--- src/rtl/elevator_pkg.sv ---
// Shared constants for the elevator request scheduler: default sizing,
// scheduler state encodings and travel-direction values.
package elevator_pkg;

  localparam int DEF_N_FLOORS = 8;
  localparam int DEF_FLOOR_W  = 3;

  typedef logic [1:0] state_t;

  localparam state_t ST_IDLE   = 2'd0;
  localparam state_t ST_SELECT = 2'd1;
  localparam state_t ST_TRACK  = 2'd2;
  localparam state_t ST_SERVE  = 2'd3;

  localparam logic DIR_UP   = 1'b0;
  localparam logic DIR_DOWN = 1'b1;

endpackage

--- src/rtl/elevator_target_picker.sv ---
// Combinational SCAN search: nearest pending floor in the travel direction,
// otherwise the nearest one behind the car with the direction reversed.
module elevator_target_picker
  import elevator_pkg::*;
#(
  parameter int N_FLOORS = DEF_N_FLOORS,
  parameter int FLOOR_W  = DEF_FLOOR_W
) (
  input  logic [N_FLOORS-1:0] i_pending,
  input  logic [FLOOR_W-1:0]  i_current,
  input  logic                i_dir,
  output logic                o_found,
  output logic [FLOOR_W-1:0]  o_floor,
  output logic                o_new_dir
);

  logic               w_ahead_found;
  logic               w_behind_found;
  logic [FLOOR_W-1:0] w_ahead;
  logic [FLOOR_W-1:0] w_behind;

  // Ascending scan: a "first hit" keeps the lowest floor, a "last hit" the highest.
  always_comb begin
    w_ahead_found  = 1'b0;
    w_behind_found = 1'b0;
    w_ahead        = '0;
    w_behind       = '0;
    for (int f = 0; f < N_FLOORS; f++) begin
      if (i_pending[f]) begin
        if (i_dir == DIR_UP) begin
          if (f >= int'(i_current) && !w_ahead_found) begin
            w_ahead_found = 1'b1;
            w_ahead       = FLOOR_W'(f);
          end
          if (f < int'(i_current)) begin
            w_behind_found = 1'b1;
            w_behind       = FLOOR_W'(f);
          end
        end else begin
          if (f <= int'(i_current)) begin
            w_ahead_found = 1'b1;
            w_ahead       = FLOOR_W'(f);
          end
          if (f > int'(i_current) && !w_behind_found) begin
            w_behind_found = 1'b1;
            w_behind       = FLOOR_W'(f);
          end
        end
      end
    end
  end

  assign o_found   = w_ahead_found | w_behind_found;
  assign o_floor   = w_ahead_found ? w_ahead : w_behind;
  assign o_new_dir = (w_ahead_found || !w_behind_found) ? i_dir : ~i_dir;

endmodule

--- src/rtl/elevator_ctrl.sv ---
// Elevator request scheduler: collects floor calls, tracks car position and
// steers the elevator FSM toward the next SCAN target.
module elevator_ctrl
  import elevator_pkg::*;
#(
  parameter int N_FLOORS = DEF_N_FLOORS,
  parameter int FLOOR_W  = DEF_FLOOR_W
) (
  input  logic                i_ctrl_clock,
  input  logic                i_ctrl_reset,
  input  logic [N_FLOORS-1:0] i_ctrl_req,
  input  logic                i_ctrl_floor_tick,
  input  logic                i_fsm_move_up,
  input  logic                i_fsm_move_down,
  input  logic                i_fsm_fifo_rd_en,
  input  logic                i_fsm_alarm,
  output logic                o_ctrl_fsm_move_up,
  output logic                o_ctrl_fsm_move_down,
  output logic                o_ctrl_fsm_equal,
  output logic [FLOOR_W-1:0]  o_ctrl_target_floor,
  output logic [FLOOR_W-1:0]  o_ctrl_current_floor,
  output logic [N_FLOORS-1:0] o_ctrl_pending,
  output logic                o_ctrl_busy
);

  state_t              r_state;
  logic                r_dir;
  logic [FLOOR_W-1:0]  r_target;
  logic [FLOOR_W-1:0]  r_current;
  logic [N_FLOORS-1:0] r_pending;

  logic [N_FLOORS-1:0] w_cur_onehot;
  logic [N_FLOORS-1:0] w_clr;
  logic [N_FLOORS-1:0] w_pending_nxt;
  logic [N_FLOORS-1:0] w_pick_pending;
  logic                w_serve_done;
  logic                w_step_up;
  logic                w_step_down;
  logic                w_pick_found;
  logic [FLOOR_W-1:0]  w_pick_floor;
  logic                w_pick_dir;
  logic                w_retarget;
  logic                w_active;

  assign w_cur_onehot  = N_FLOORS'(1) << r_current;
  assign w_serve_done  = (r_state == ST_SERVE) && i_fsm_fifo_rd_en && !i_fsm_alarm;
  assign w_clr         = w_serve_done ? w_cur_onehot : '0;
  assign w_pending_nxt = (r_pending & ~w_clr) | i_ctrl_req;

  assign w_step_up   = i_ctrl_floor_tick && i_fsm_move_up && !i_fsm_move_down && !i_fsm_alarm;
  assign w_step_down = i_ctrl_floor_tick && i_fsm_move_down && !i_fsm_move_up && !i_fsm_alarm;

  // While tracking, the floor under the car is masked so the picker only reports floors strictly ahead.
  assign w_pick_pending = (r_state == ST_TRACK) ? (r_pending & ~w_cur_onehot) : r_pending;

  elevator_target_picker #(
    .N_FLOORS (N_FLOORS),
    .FLOOR_W  (FLOOR_W)
  ) u_picker (
    .i_pending (w_pick_pending),
    .i_current (r_current),
    .i_dir     (r_dir),
    .o_found   (w_pick_found),
    .o_floor   (w_pick_floor),
    .o_new_dir (w_pick_dir)
  );

  assign w_retarget = w_pick_found && (w_pick_dir == r_dir) &&
                      ((r_dir == DIR_UP) ? (w_pick_floor < r_target) : (w_pick_floor > r_target));

  always_ff @(posedge i_ctrl_clock or negedge i_ctrl_reset) begin
    if (!i_ctrl_reset) begin
      r_pending <= '0;
    end else begin
      r_pending <= w_pending_nxt;
    end
  end

  always_ff @(posedge i_ctrl_clock or negedge i_ctrl_reset) begin
    if (!i_ctrl_reset) begin
      r_current <= '0;
    end else if (w_step_up && r_current != FLOOR_W'(N_FLOORS - 1)) begin
      r_current <= r_current + FLOOR_W'(1);
    end else if (w_step_down && r_current != '0) begin
      r_current <= r_current - FLOOR_W'(1);
    end
  end

  // Alarm freezes the whole scheduler; only request capture and position tracking rules apply.
  always_ff @(posedge i_ctrl_clock or negedge i_ctrl_reset) begin
    if (!i_ctrl_reset) begin
      r_state  <= ST_IDLE;
      r_dir    <= DIR_UP;
      r_target <= '0;
    end else if (!i_fsm_alarm) begin
      case (r_state)
        ST_IDLE: begin
          if (r_pending != '0) r_state <= ST_SELECT;
        end
        ST_SELECT: begin
          if (w_pick_found) begin
            r_target <= w_pick_floor;
            r_dir    <= w_pick_dir;
            r_state  <= ST_TRACK;
          end else begin
            r_state <= ST_IDLE;
          end
        end
        ST_TRACK: begin
          if (r_target == r_current) r_state  <= ST_SERVE;
          else if (w_retarget)       r_target <= w_pick_floor;
        end
        default: begin
          if (w_serve_done) r_state <= (w_pending_nxt != '0) ? ST_SELECT : ST_IDLE;
        end
      endcase
    end
  end

  assign w_active             = (r_state == ST_TRACK) || (r_state == ST_SERVE);
  assign o_ctrl_fsm_move_up   = w_active && (r_target > r_current);
  assign o_ctrl_fsm_move_down = w_active && (r_target < r_current);
  assign o_ctrl_fsm_equal     = w_active && (r_target == r_current);
  assign o_ctrl_target_floor  = r_target;
  assign o_ctrl_current_floor = r_current;
  assign o_ctrl_pending       = r_pending;
  assign o_ctrl_busy          = (r_state != ST_IDLE);

endmodule
--- config.mk ---
export PLATFORM = sky130hd
export DESIGN_NAME = elevator_ctrl
export DESIGN_NICKNAME = d
export VERILOG_FILES = /design/src/rtl/elevator_pkg.sv /design/src/rtl/elevator_target_picker.sv /design/src/rtl/elevator_ctrl.sv
export SDC_FILE = /design/constraint.sdc
export NUM_CORES = 1
export LEC_CHECK = 0
export ABC_CLOCK_PERIOD_IN_PS = 4750
export CAP_MARGIN = 20
export CORE_ASPECT_RATIO = 1.75
export CORE_MARGIN = 4
export CORE_UTILIZATION = 54
export DETAILED_ROUTE_END_ITERATION = 7
export GPL_TIMING_DRIVEN = 0
export PLACE_DENSITY = 0.8
export RECOVER_POWER = 50
export SYNTH_ARGS = -nofsm -noshare
export SYNTH_HDL_FRONTEND = slang
export SYNTH_HIERARCHICAL = 1
export SYNTH_SLANG_ARGS = --single-unit
export TNS_END_PERCENT = 50
--- constraint.sdc ---
create_clock -name i_ctrl_clock -period 4.75 [get_ports i_ctrl_clock]
set_clock_uncertainty 0.15 [all_clocks]
set_input_delay 0.95 -clock i_ctrl_clock [delete_from_list [all_inputs] [get_ports i_ctrl_clock]]
set_output_delay 0.95 -clock i_ctrl_clock [all_outputs]
set_load 0.01 [all_outputs]
Word level (Yosys, flattened, before mapping)
Cells that the tools add are included.
Storage, ports and cells
  flip-flop bits (word level): 17
  input port bits: 15
  output and inout port bits: 18
Cells by class
  add/sub/neg operators: 2
  $lt $le $gt $ge: 32
  equality and inequality tests: 11
  shift-type cells: 1
  mux-type cells: 132
  bitwise operators: 8
  reductions and logical operators: 58
Operators by type and width (count)
  $mux W3: 57
  $mux W1: 67
  $logic_and A1 B1 Y1: 28
  $logic_not A1 Y1: 17
  $and A8 B8 Y8: 2
  $mux W8: 2
  $not A8 Y8: 2
  $reduce_bool A8 Y1: 2
  $gt A3 B3 Y1 const A: 4
  $le A3 B3 Y1 const A: 4
  $ge A3 B3 Y1 const A: 3
  $lt A3 B3 Y1 const A: 3
  $mux W2: 4
  $ne A2 B2 Y1 const B: 4
  $or A8 B8 Y8: 1
  $shl A1 B3 Y8 const A: 1
  $ge A1 B3 Y1 const A: 2
  $ge A2 B3 Y1 const A: 2
  $gt A2 B3 Y1 const A: 2
  $gt A3 B3 Y1: 2
  $le A2 B3 Y1 const A: 2
  $lt A1 B3 Y1 const A: 2
  $lt A2 B3 Y1 const A: 2
  $lt A3 B3 Y1: 2
  other kinds (22): 27

Longest topological paths before layout
Gate-level depths: netlist of run 1.
  depth in word-level cells: 49
  gate-level depth with buffers: 18
  gate-level depth less buffers: 16

Modules after synthesis
The synthesis of run 1 kept the hierarchy.
By module, submodules not included
  elevator_ctrl: times used 1, cells an instance 135, area each 1221.2 um^2, seq. area each 425.4 um^2
  elevator_target_picker: times used 1, cells an instance 132, area each 828.3 um^2, seq. area each 0.0 um^2

Least setup slack after synthesis of run 1
No wires, ideal clock.
  kind: register to register
  start: reg r_current[1], in the netlist o_ctrl_current_floor[1]
  end: reg r_target[0], in the netlist o_ctrl_target_floor[0]
  library setup time: 0.146 ns
  arrival: 4.067 ns
  path slack: 0.387 ns
  stages on the path, launching flop included: 18
  period minus slack after synthesis: 4.363 ns
  cells stage by stage: dfrtp_1 -> clkbuf_8 -> inv_1 -> or3_2 -> o31a_1 -> buf_2 -> or2_1 -> o311ai_2 -> o32ai_1 -> or3_4 -> a311oi_2 -> a31oi_1 -> ha_1 -> nor2b_1 -> o21ai_0 -> nor4b_2 -> o21a_1 -> o311ai_0
On the way
  elaborated cells between the ends (all ways): 193
  classes of those cells: order compare: 30; eq/ne: 5; shift: 1; mux: 123; bitwise: 3; reduce/logical: 31
RTL lines
  start: declaration: line elevator_ctrl.sv:29  | logic [FLOOR_W-1:0] r_current;
  start signal: assignment: line elevator_ctrl.sv:83  | r_current <= r_current + FLOOR_W'(1);
  start signal: assignment: line elevator_ctrl.sv:85  | r_current <= r_current - FLOOR_W'(1);
  $shl A1 B3 Y8 (*): line elevator_ctrl.sv:45  | assign w_cur_onehot = N_FLOORS'(1) << r_current;
  $not A8 Y8 (*): line elevator_ctrl.sv:54  | assign w_pick_pending = (r_state == ST_TRACK) ? (r_pending & ~w_cur_onehot) : r_pending;
  $and A8 B8 Y8 (*): line elevator_ctrl.sv:54
  $mux W8 (*): line elevator_ctrl.sv:54
  via w_pick_pending[2]: line elevator_ctrl.sv:35  | logic [N_FLOORS-1:0] w_pick_pending;
  $mux W1: line elevator_target_picker.sv:29  | if (i_pending[f]) begin
  $logic_not A1 Y1: line elevator_target_picker.sv:44  | if (f > int'(i_current) && !w_behind_found) begin
  $logic_and A1 B1 Y1: line elevator_target_picker.sv:44
  [... 22 more ...]
  $mux W3: line elevator_target_picker.sv:29
  $mux W3 (*): line elevator_target_picker.sv:54  | assign o_floor = w_ahead_found ? w_ahead : w_behind;
  via w_pick_floor[1]: line elevator_ctrl.sv:40  | logic [FLOOR_W-1:0] w_pick_floor;
  $lt A3 B3 Y1 / $gt A3 B3 Y1 (equally long branches): line elevator_ctrl.sv:69  | ((r_dir == DIR_UP) ? (w_pick_floor < r_target) : (w_pick_floor > r_target));
  $mux W1 (*): line elevator_ctrl.sv:69
  $logic_and A1 B1 Y1 (*): line elevator_ctrl.sv:68  | assign w_retarget = w_pick_found && (w_pick_dir == r_dir) &&
  $ne A2 B2 Y1 (no line) (*)
  $reduce_and A5 Y1 (no line) (*)
  end signal: assignment: line elevator_ctrl.sv:102  | r_target <= w_pick_floor;
  end signal: assignment: line elevator_ctrl.sv:111  | else if (w_retarget) r_target <= w_pick_floor;
  end: declaration: line elevator_ctrl.sv:28  | logic [FLOOR_W-1:0] r_target;
The timed path passes the listed nets; every way through them passes the cells marked *. The select of a mux whose other input is x is not followed.
A chain may end at the register's enable or synchronous reset.

Worst setup path after layout of run 1
  start: reg r_state[1]
  end: reg r_target[1], in the netlist o_ctrl_target_floor[1]
On the way
  elaborated cells between the ends (all ways): 158
  classes of those cells: order compare: 2; eq/ne: 6; mux: 117; bitwise: 1; reduce/logical: 32
RTL lines
  start: declaration: line elevator_ctrl.sv:26  | state_t r_state;
  start signal: assignment: line elevator_ctrl.sv:114  | if (w_serve_done) r_state <= (w_pending_nxt != '0) ? ST_SELECT : ST_IDLE;
  $eq A2 B2 Y1 (*): line elevator_ctrl.sv:54
  $mux W8 (*): line elevator_ctrl.sv:54
  via w_pick_pending[0]: line elevator_ctrl.sv:35
  $mux W1: line elevator_target_picker.sv:29
  $logic_not A1 Y1: line elevator_target_picker.sv:44
  $logic_and A1 B1 Y1: line elevator_target_picker.sv:44
  $mux W1: line elevator_target_picker.sv:44
  $mux W1: line elevator_target_picker.sv:30  | if (i_dir == DIR_UP) begin
  [... 30 more ...]
  $mux W3: line elevator_target_picker.sv:29
  $mux W3 (*): line elevator_target_picker.sv:54
  via w_pick_floor[1]: line elevator_ctrl.sv:40
  $lt A3 B3 Y1 / $gt A3 B3 Y1 (equally long branches): line elevator_ctrl.sv:69
  $mux W1: line elevator_ctrl.sv:69
  $logic_and A1 B1 Y1: line elevator_ctrl.sv:68
  $ne A2 B2 Y1 (no line)
  $reduce_and A5 Y1 (no line)
Marks and branches as above.

==> flow_metrics.py, run 1 <==
metrics = {
    "sta": {
        "finalCriticalPeriod_ns": 4.56,
        "tns_ns": 0,
        "finalSetupViolCount": 0,
        "period_share_pct": 96.1,
        "worst_hold_slack_ns": 0.424,
        "worst_pin_slew_ns": 0.948,
        "hold_violations": 0,
        "rsz0062_at_grt": "false",
        "report.final.slew_viol_count": 0,
        "setup_ws_ns": 0.187,
        "relSlewSlack_pct": 36.2,
        "timing.fmax_mhz": 219,
    },
    "layout": {
        "layout.cells.non_filler": 353,
        "syn2layout_area_growth_pct": 26.2,
        "n_antenna_cell": 0,
        "fillers": 307,
        "drive_above_1_share_pct": 14.0,
        "num-nets-final": 330,
    },
    "die": {
        "die_area_um2": 4880,
        "coreArea_um2": 3630,
        "ios": 33,
        "initial_core_util_pct": 56.5,
        "fp.dieW_um": 54.6,
        "rows": 29,
        "die_h_um": 89.5,
    },
    "setup_path": {
        "arrival_ns": 4.57,
        "critPathKind": "flip-flop to flip-flop",
        "r2r_cells": 14,
        "start_kind": "flip-flop",
        "cp_max_fo": 8,
        "cp-endpoint": "o_ctrl_target_floor[1]",
        "end_kind": "flip-flop",
        "cp.required_ns": 4.75,
        "timing.rr.start": "r_state[1]",
        "r2r-end": "o_ctrl_target_floor[1]",
        "reg2reg_slack_ns": 0.19,
        "startpoint": "r_state[1]",
    },
    "run": {
        "max-cap-violations": 0,
    },
    "synth": {
        "synthFlopType": "dfrtp_1",
        "async_flop_share_pct": 100,
        "yosys.area_share.simple_pct": 30.9,
        "seq_area_frac_synth_pct": 20.8,
        "synth_seq_cells": 17,
        "yosys.area.top_type": "dfrtp_1",
        "synth_top_area_share_pct": 20.8,
        "synth_fa_ha_area_share_pct": 5.13,
        "syn-cell-area_um2": 2050,
        "synth_edf_count": 0,
        "synth_nets": 289,
        "syn_inst": 267,
        "synth.avg_cell_area_um2": 7.68,
        "synth_cell_type_count": 70,
        "synth_compound_gate_area_share_pct": 31.0,
        "synth-xor-area-share_pct": 1.28,
        "synthTopCellsByArea": "dfrtp_1, a21oi_1, o21ai_0",
        "synth_top_family_by_area": "compound AO/OA/AOI/OAI gates",
        "yosys_warnings": 6,
        "synth.area.mux_share_pct": 1.59,
    },
    "power": {
        "fin_total_pwr_w": 0.00205,
        "peakVddDrop_v": 0.000558,
        "power_density_nw_per_um2": 791,
        "p_leak_nw": 0.972,
    },
    "global_route": {
        "antenna_found_initial": 0,
        "grt_usage_pct": 29.2,
        "first_global_vias": 2277,
        "grt_max_degree": 18,
        "grt-ovfl-total": 0,
        "grt_pass1_wl_um": 10500,
    },
    "outcome": {
        "outcome": "finished, final reports clean",
    },
    "routing": {
        "via_per_inst": 6.52,
        "drtAntennaViolNets": 0,
        "firstDrtPassIters": 5,
        "avgRoutedWirePerCell_um": 18.1,
        "drt_wl_total_um": 6400,
        "drt_iter0_drc": 85,
        "vias": 2301,
        "drcViolationCount": 0,
    },
    "clock_network": {
        "clockBufferDepth": 2,
        "cts_tree": "yes",
        "cts_root_buf": "clkbuf_8",
        "htreeDepth": 1,
        "insertion_delay_ns": 0.26,
        "cts_sinks": 17,
        "cts_buffers": 3,
        "clk_pin_slew_ns": 0.07,
    },
    "placed_design": {
        "dp_hpwl_um": 4720,
        "io_buffers": 32,
        "place_ws_ns": -0.197,
        "gp_congestion": 0.868,
        "dp.cells": 345,
    },
    "hold_path": {
        "hold_class": "flip-flop to flip-flop",
    },
}
## layer usage
| metal | vias to the layer above | global-route usage [%] | share of wire, % |
|---|---|---|---|
| met4 | 0 | 19.0 | 5.1 |
| met1 | 1094 | 32.4 | 38 |
| met3 | 35 | 3.17 | 3.6 |
| li1 | 1080 | - | - |
| met2 | 92 | 50.5 | 53 |
| met5 | - | 0 | 0 |
## state kept, by name, summed over array words and instances (netlist names)
signal / count
r_state: 2
o_ctrl_pending: 8
r_dir: 1
o_ctrl_current_floor: 3
o_ctrl_target_floor: 3
## critical path, stage by stage (launching register included)
cell and delay [ns]:
dfrtp_1 0.48, inv_1 0.13, nor3_1 0.44, a21boi_0 0.43, nor4b_2 0.49, o32ai_4 0.15
or3_4 0.45, a311oi_4 0.30, a31oi_4 0.14, ha_1 0.31, nor2b_1 0.13, o21ai_1 0.16
a21oi_1 0.14, o21a_2 0.26, o311ai_1 0.27
## cell families after synthesis
group | after synthesis
and+or+nand+nor | 111
AOI/OAI and AO/OA | 91
buffers and inverters | 34
DFF | 17
adders and majority gates | 8
xor gates and xnor gates | 3
muxes | 3
## through the flow
stage / area, µm² / util, %
after global routing: 2590 / 71.3
final: 2590 / 71.3
after global placement: 2430 / 66.9
after CTS: 2480 / 68.4
after floorplan: 2050 / -
after detailed placement: 2430 / 66.9
## cells in the final DEF (no fill, tap or decap), drive strengths merged, types with 7 or more instances in the layout
cell type      Yosys  routed
nand2             19      19
nand2b             7       7
nor3               8       8
inv               16      16
dfrtp             17      17
buf               11      14
o21ai             18      18
nor2              19      19
nand3             12      12
nor2b              7       7
clkbuf             7      12
clkdlybuf4s50      0      28
a21o               8       8
a21oi             17      17
## timing repair
action,in CTS,in global routing
hold buffers,0,0
gates resized for setup,5,14
setup endpoints to repair,3,3
pin swaps,0,3
setup buffers,0,4
## synthesized netlist by cell type (6+ instances only)
| cell | n |
|---|---|
| inv_1 | 15 |
| a21o_1 | 8 |
| ha_1 | 6 |
| nor3_1 | 8 |
| nand3_1 | 11 |
| nor2_1 | 18 |
| nor2b_1 | 7 |
| a31oi_1 | 6 |
| dfrtp_1 | 17 |
| a21oi_1 | 16 |
| o21a_1 | 6 |
| buf_2 | 6 |
| nand2_1 | 18 |
| nand2b_1 | 7 |
| o21ai_0 | 16 |
## power by group
| part | internal (W) | total [W] | switching (W) | leakage, nW |
|---|---|---|---|---|
| combinational | 0.000758 | 0.00168 | 0.000926 | 0.772 |
| clock | 0.0000598 | 0.000114 | 0.0000539 | 0.0228 |
| sequential | 0.000188 | 0.000249 | 0.0000610 | 0.178 |
| total | 0.00101 | 0.00205 | 0.00104 | 0.972 |
## final cells by class
cell class | count | area, µm² | area share (%)
buffer | 18 | 124 | 4.79
clock buffer | 4 | 45.0 | 1.74
multi-input combinational | 216 | 1520 | 58.9
tap | 46 | 57.6 | 2.23
timing repair buffer | 36 | 350 | 13.5
inverter | 16 | 60.1 | 2.32
sequential | 17 | 427 | 16.5
## how the worst min path moves through the flow
stage	to	slack [ns]	start	cells after the start
4_1_cts	o_ctrl_pending[1]	0.43	o_ctrl_pending[1]	1
2_1_floorplan	r_state[1]	0.40	r_state[1]	2
3_3_place_gp	o_ctrl_pending[1]	0.40	o_ctrl_pending[1]	1
3_5_place_dp	o_ctrl_pending[1]	0.40	o_ctrl_pending[1]	1
6_report	o_ctrl_pending[1]	0.42	o_ctrl_pending[1]	1
5_1_grt	o_ctrl_pending[0]	0.46	o_ctrl_pending[0]	1
(Power assumes the default switching activity.)
==> run 2, diff against run 1 <==
--- a/config.mk
+++ b/config.mk
@@ -13,7 +13,7 @@
 export DETAILED_ROUTE_END_ITERATION = 7
 export GPL_TIMING_DRIVEN = 0
 export PLACE_DENSITY = 0.8
-export RECOVER_POWER = 50
+export RECOVER_POWER = 25
 export SYNTH_ARGS = -nofsm -noshare
 export SYNTH_HDL_FRONTEND = slang
 export SYNTH_HIERARCHICAL = 1
==> flow_metrics.py, run 2 (synthesis results as in run 1) <==
metrics = {
    "outcome": {
        "outcome": "finished, final reports clean",
    },
    "hold_path": {
        "hold_class": "flip-flop to flip-flop",
    },
    "layout": {
        "num-nets-final": 330,
        "layout_commonest_cell": "clkdlybuf4s50_1",
        "layout.cells.non_filler": 353,
        "n_antenna_cell": 0,
        "syn2layout_area_growth_pct": 26.6,
        "design_area_um2": 2590,
        "drive_above_1_share_pct": 14.3,
        "layout_common_cells": "clkdlybuf4s50_1, nand2_1, nor2_1",
        "fillers": 307,
        "largest_register_ffs": 8,
        "multi_input_comb_area_um2": 1520,
        "seq_area_um2": 427,
    },
    "die": {
        "ios": 33,
        "coreArea_um2": 3630,
        "initial_core_util_pct": 56.5,
        "die_h_um": 89.5,
        "rows": 29,
        "die_area_um2": 4880,
        "fp.dieW_um": 54.6,
    },
    "global_route": {
        "grt_usage_pct": 29.2,
        "grt_max_degree": 18,
        "grt_pass1_wl_um": 10500,
        "antenna_found_initial": 0,
        "grt-ovfl-total": 0,
        "first_global_vias": 2277,
    },
    "sta": {
        "worst_pin_slew_ns": 0.948,
        "timing.fmax_mhz": 219,
        "rsz0062_at_grt": "false",
        "relSlewSlack_pct": 36.2,
        "finalCriticalPeriod_ns": 4.56,
        "worst_hold_slack_ns": 0.423,
        "period_share_pct": 96.0,
        "hold_violations": 0,
        "report.final.slew_viol_count": 0,
        "finalSetupViolCount": 0,
        "setup_ws_ns": 0.190,
        "tns_ns": 0,
    },
    "routing": {
        "drt_wl_total_um": 6390,
        "drt_iter0_drc": 84,
        "drt-met1-wl_um": 2440,
        "vias": 2321,
        "met3_length_um": 219,
        "routed.top_layer": "met4",
        "drtAntennaViolNets": 0,
        "wl_met2_um": 3400,
        "avgRoutedWirePerCell_um": 18.1,
        "drcViolationCount": 0,
        "via_per_inst": 6.58,
        "firstDrtPassIters": 5,
    },
    "clock_network": {
        "clk_pin_slew_ns": 0.07,
        "ctsHoldBuffers": 0,
        "htreeDepth": 1,
        "insertion_delay_ns": 0.26,
        "cts_sinks": 17,
        "cts_root_buf": "clkbuf_8",
        "cts_tree": "yes",
        "cts_buffers": 3,
        "clockBufferDepth": 2,
    },
    "power": {
        "peakVddDrop_v": 0.000558,
        "p_leak_nw": 0.975,
        "power_density_nw_per_um2": 790,
    },
    "setup_path": {
        "reg2reg_slack_ns": 0.19,
        "cp_max_fo": 8,
        "arrival_ns": 4.56,
        "start_kind": "flip-flop",
        "cp.required_ns": 4.75,
        "end_kind": "flip-flop",
        "critPathKind": "flip-flop to flip-flop",
    },
    "placed_design": {
        "io_buffers": 32,
        "dp_hpwl_um": 4720,
        "place_ws_ns": -0.197,
        "dp.cells": 345,
        "post_dp_cell_area_um2": 2430,
        "gp_congestion": 0.868,
    },
    "run": {
        "max-cap-violations": 0,
    },
}
run 2: changes by cell type in the layout (fill, tap and decap cells not counted):
cell,delta
clkbuf_1,-1
dlygate4sd3_1,-3
clkdlybuf4s50_1,+3
buf_6,+1
run 2: report_power, final:
| part | switching, W | total (W) | internal (W) |
|---|---|---|---|
| Sequential | 0.0000608 | 0.000248 | 0.000188 |
| Clock | 0.0000544 | 0.000114 | 0.0000598 |
| Combinational | 0.000926 | 0.00169 | 0.000762 |
| Total | 0.00104 | 0.00205 | 0.00101 |
run 2: final timing paths:
path | from | end | depth (start not counted)
setup / recovery | r_state[1] | o_ctrl_target_floor[1] | 14
hold / removal | o_ctrl_pending[1] | o_ctrl_pending[1] | 1
setup reg to reg | r_state[1] | o_ctrl_target_floor[1] | 14
hold reg to reg | o_ctrl_pending[1] | o_ctrl_pending[1] | 1
max in group asynchronous | i_ctrl_reset | o_ctrl_current_floor[1] | 1
min in group asynchronous | i_ctrl_reset | o_ctrl_target_floor[0] | 1
run 2: critical path: stages, from the launching register on:
cell      delay (ns)
dfrtp_1         0.48
inv_1           0.13
nor3_1          0.44
a21boi_0        0.44
nor4b_2         0.49
o32ai_4         0.15
or3_4           0.45
a311oi_4        0.30
a31oi_4         0.14
ha_1            0.31
nor2b_1         0.13
o21ai_1         0.16
a21oi_1         0.14
o21a_2          0.26
o311ai_1        0.27
run 2: stage by stage:
| stage | utilization [%] | power, W |
|---|---|---|
| after floorplan | - | 0.00127 |
| after global placement | 66.9 | 0.00165 |
| after detailed placement | 66.9 | 0.00167 |
| after CTS | 68.4 | 0.00181 |
| after global routing | 71.5 | 0.00223 |
| final | 71.5 | 0.00205 |
run 2: cell type report:
cell class | instances | area share [%]
well taps | 46 | 2.22
inverters | 16 | 2.32
multi-input cells | 216 | 58.7
repair buffers | 36 | 13.5
clock buffers | 4 | 1.74
flip-flops and latches | 17 | 16.4
plain buffers | 18 | 5.07
run 2: metal layers:
layer  GRT usage, %  vias to the layer above
met2           50.5                       90
met1           32.4                     1110
li1               -                     1083
met3           3.17                       38
met4           19.0                        0
met5              0                        -
run 2: timing repair:
action / 4_1_cts / 5_1_grt
gates cloned: 0 / 0
setup buffers: 0 / 4
pin swaps: 0 / 3
gates resized for setup: 5 / 14
endpoints found under the setup margin: 3 / 3
==> run 3, diff against run 2 <==
--- a/config.mk
+++ b/config.mk
@@ -7,9 +7,10 @@
 export LEC_CHECK = 0
 export ABC_CLOCK_PERIOD_IN_PS = 4750
 export CAP_MARGIN = 20
-export CORE_ASPECT_RATIO = 1.75
+export CORE_ASPECT_RATIO = 1.1
 export CORE_MARGIN = 4
 export CORE_UTILIZATION = 54
+export CTS_CLUSTER_SIZE = 30
 export DETAILED_ROUTE_END_ITERATION = 7
 export GPL_TIMING_DRIVEN = 0
 export PLACE_DENSITY = 0.8
==> flow_metrics.py, run 3 (synthesis results as in run 1) <==
metrics = {
    "die": {
        "fp.dieW_um": 66.7,
        "ios": 33,
        "die_h_um": 72.6,
        "rows": 23,
        "coreArea_um2": 3650,
        "die_area_um2": 4850,
        "initial_core_util_pct": 56.1,
    },
    "power": {
        "p_leak_nw": 0.964,
        "power_frac_clock_pct": 5.8,
        "p_int_w": 0.000942,
        "p_sw_w": 0.00100,
        "power_frac_comb_pct": 81.5,
        "power_density_nw_per_um2": 754,
        "seqPwrFrac_pct": 12.7,
        "power.share.switching_pct": 51.5,
        "peakVddDrop_v": 0.000387,
    },
    "setup_path": {
        "critPathKind": "flip-flop to flip-flop",
        "arrival_ns": 4.58,
        "critPathSlowestCell": "or3_2",
        "start_kind": "flip-flop",
        "cp.required_ns": 4.74,
        "cp_max_fo": 10,
        "critPathMaxStageDelay_ns": 0.47,
        "path_cells": "clkbuf_8 -> inv_1 -> or3_2 -> o31a_1 -> buf_2 -> or2_1 -> o311ai_2 -> o32ai_4 -> or3_4 -> a311oi_4 -> buf_4 -> a31oi_1 -> ha_1 -> o21ai_2 -> nor4b_4 -> o21a_1 -> o311ai_0",
        "end_kind": "flip-flop",
    },
    "global_route": {
        "grt-ovfl-total": 0,
        "grt_max_degree": 18,
        "antenna_found_initial": 0,
        "first_global_vias": 2182,
        "grt_usage_pct": 25.0,
        "grt_pass1_wl_um": 9690,
    },
    "routing": {
        "via_per_inst": 6.31,
        "vias": 2246,
        "drt_iter0_drc": 351,
        "drt_wl_total_um": 5950,
        "drtAntennaViolNets": 0,
        "drcViolationCount": 0,
        "avgRoutedWirePerCell_um": 16.7,
        "firstDrtPassIters": 5,
    },
    "layout": {
        "largest_register_ffs": 8,
        "syn2layout_area_growth_pct": 25.6,
        "seq_area_um2": 427,
        "final_util_pct": 70.4,
        "layout_commonest_cell": "clkdlybuf4s50_1",
        "n_antenna_cell": 0,
        "drive_above_1_share_pct": 14.1,
        "layout_common_cells": "clkdlybuf4s50_1, nand2_1, nor2_1",
        "design_area_um2": 2570,
        "fillers": 328,
        "num-nets-final": 329,
        "multi_input_comb_area_um2": 1510,
    },
    "clock_network": {
        "clockBufferDepth": 2,
        "cts_tree": "yes",
        "cts_sinks": 17,
        "insertion_delay_ns": 0.26,
        "clk_pin_slew_ns": 0.07,
        "cts_root_buf": "clkbuf_8",
        "htreeDepth": 1,
        "ctsHoldBuffers": 0,
        "cts_buffers": 3,
    },
    "run": {
        "max-cap-violations": 0,
    },
    "sta": {
        "finalCriticalPeriod_ns": 4.59,
        "finalSetupViolCount": 0,
        "relSlewSlack_pct": 32.5,
        "period_share_pct": 96.7,
        "timing.fmax_mhz": 218,
        "hold_violations": 0,
        "report.final.slew_viol_count": 0,
        "worst_pin_slew_ns": 1.00,
        "worst_hold_slack_ns": 0.411,
    },
    "placed_design": {
        "post_dp_cell_area_um2": 2430,
        "gp_congestion": 0.923,
        "dp_hpwl_um": 4350,
        "io_buffers": 32,
    },
    "hold_path": {
        "hold_class": "flip-flop to flip-flop",
    },
    "outcome": {
        "outcome": "finished, final reports clean",
    },
}
==> run 3: cell types whose count changed in the layout (fill, tap and decap cells not counted), sizes merged <==
| cell | change |
|---|---|
| buf | -1 |
==> run 3: layout make-up <==
cell class	instances	share of cell area, %
Clock buffer	4	1.75
Multi-Input combinational cell	216	58.5
Timing Repair Buffer	35	13.3
Sequential cell	17	16.6
Buffer	18	5.10
Inverter	16	2.33
Tap cell	50	2.43
==> run 3: power by group through the flow <==
stage               sequential [W]  combinational, W  clock, W
global placement          0.000248           0.00138         0
detailed placement        0.000251           0.00139         0
CTS                       0.000250           0.00146  0.000114
floorplan                 0.000249           0.00102         0
global route              0.000256           0.00173  0.000120
finish                    0.000246           0.00158  0.000112
==> run 3: worst max-delay path: cells and delay by family (launching register included) <==
family,cells,cell delay (ns)
and+or+nand+nor,4,1.30
AOI/OAI and AO/OA,8,1.63
adders and majority gates,1,0.35
DFF,1,0.41
buffers and inverters,4,0.63
==> run 3: metal layers <==
metal	GRT usage [%]	vias to the layer above	routed length, µm
met3	2.47	13	298
met5	0	-	0
met2	42.8	102	2970
li1	-	1071	-
met4	11.1	0	121
met1	31.7	1060	2560
==> run 3: worst paths after layout <==
check | slack (ns) | cells past startpoint | endpoint | from
min | 0.41 | 1 | o_ctrl_pending[1] | o_ctrl_pending[1]
max | 0.16 | 17 | o_ctrl_target_floor[0] | o_ctrl_current_floor[1]
max in group asynchronous | 2.83 | 1 | o_ctrl_current_floor[1] | i_ctrl_reset
max reg2reg | 0.16 | 17 | o_ctrl_target_floor[0] | o_ctrl_current_floor[1]
min reg2reg | 0.41 | 1 | o_ctrl_pending[1] | o_ctrl_pending[1]
min in group asynchronous | 1.07 | 1 | r_state[0] | i_ctrl_reset
==> run 3: through the flow <==
stage               power [W]  cells  worst slack, ns  TNS (ns)
floorplan             0.00127    267            0.387         0
global placement      0.00163    349          -0.0605    -0.107
detailed placement    0.00164    349           -0.190    -0.476
CTS                   0.00183    353           0.0594         0
global route          0.00211    356         -0.00307  -0.00307
finish                0.00194    356            0.156         0
==> run 3: what timing repair did <==
item / in CTS / in global routing
pin swaps: 0 / 4
gates resized for setup: 7 / 8
setup endpoints to repair: 3 / 3
buffers inserted: 0 / 3
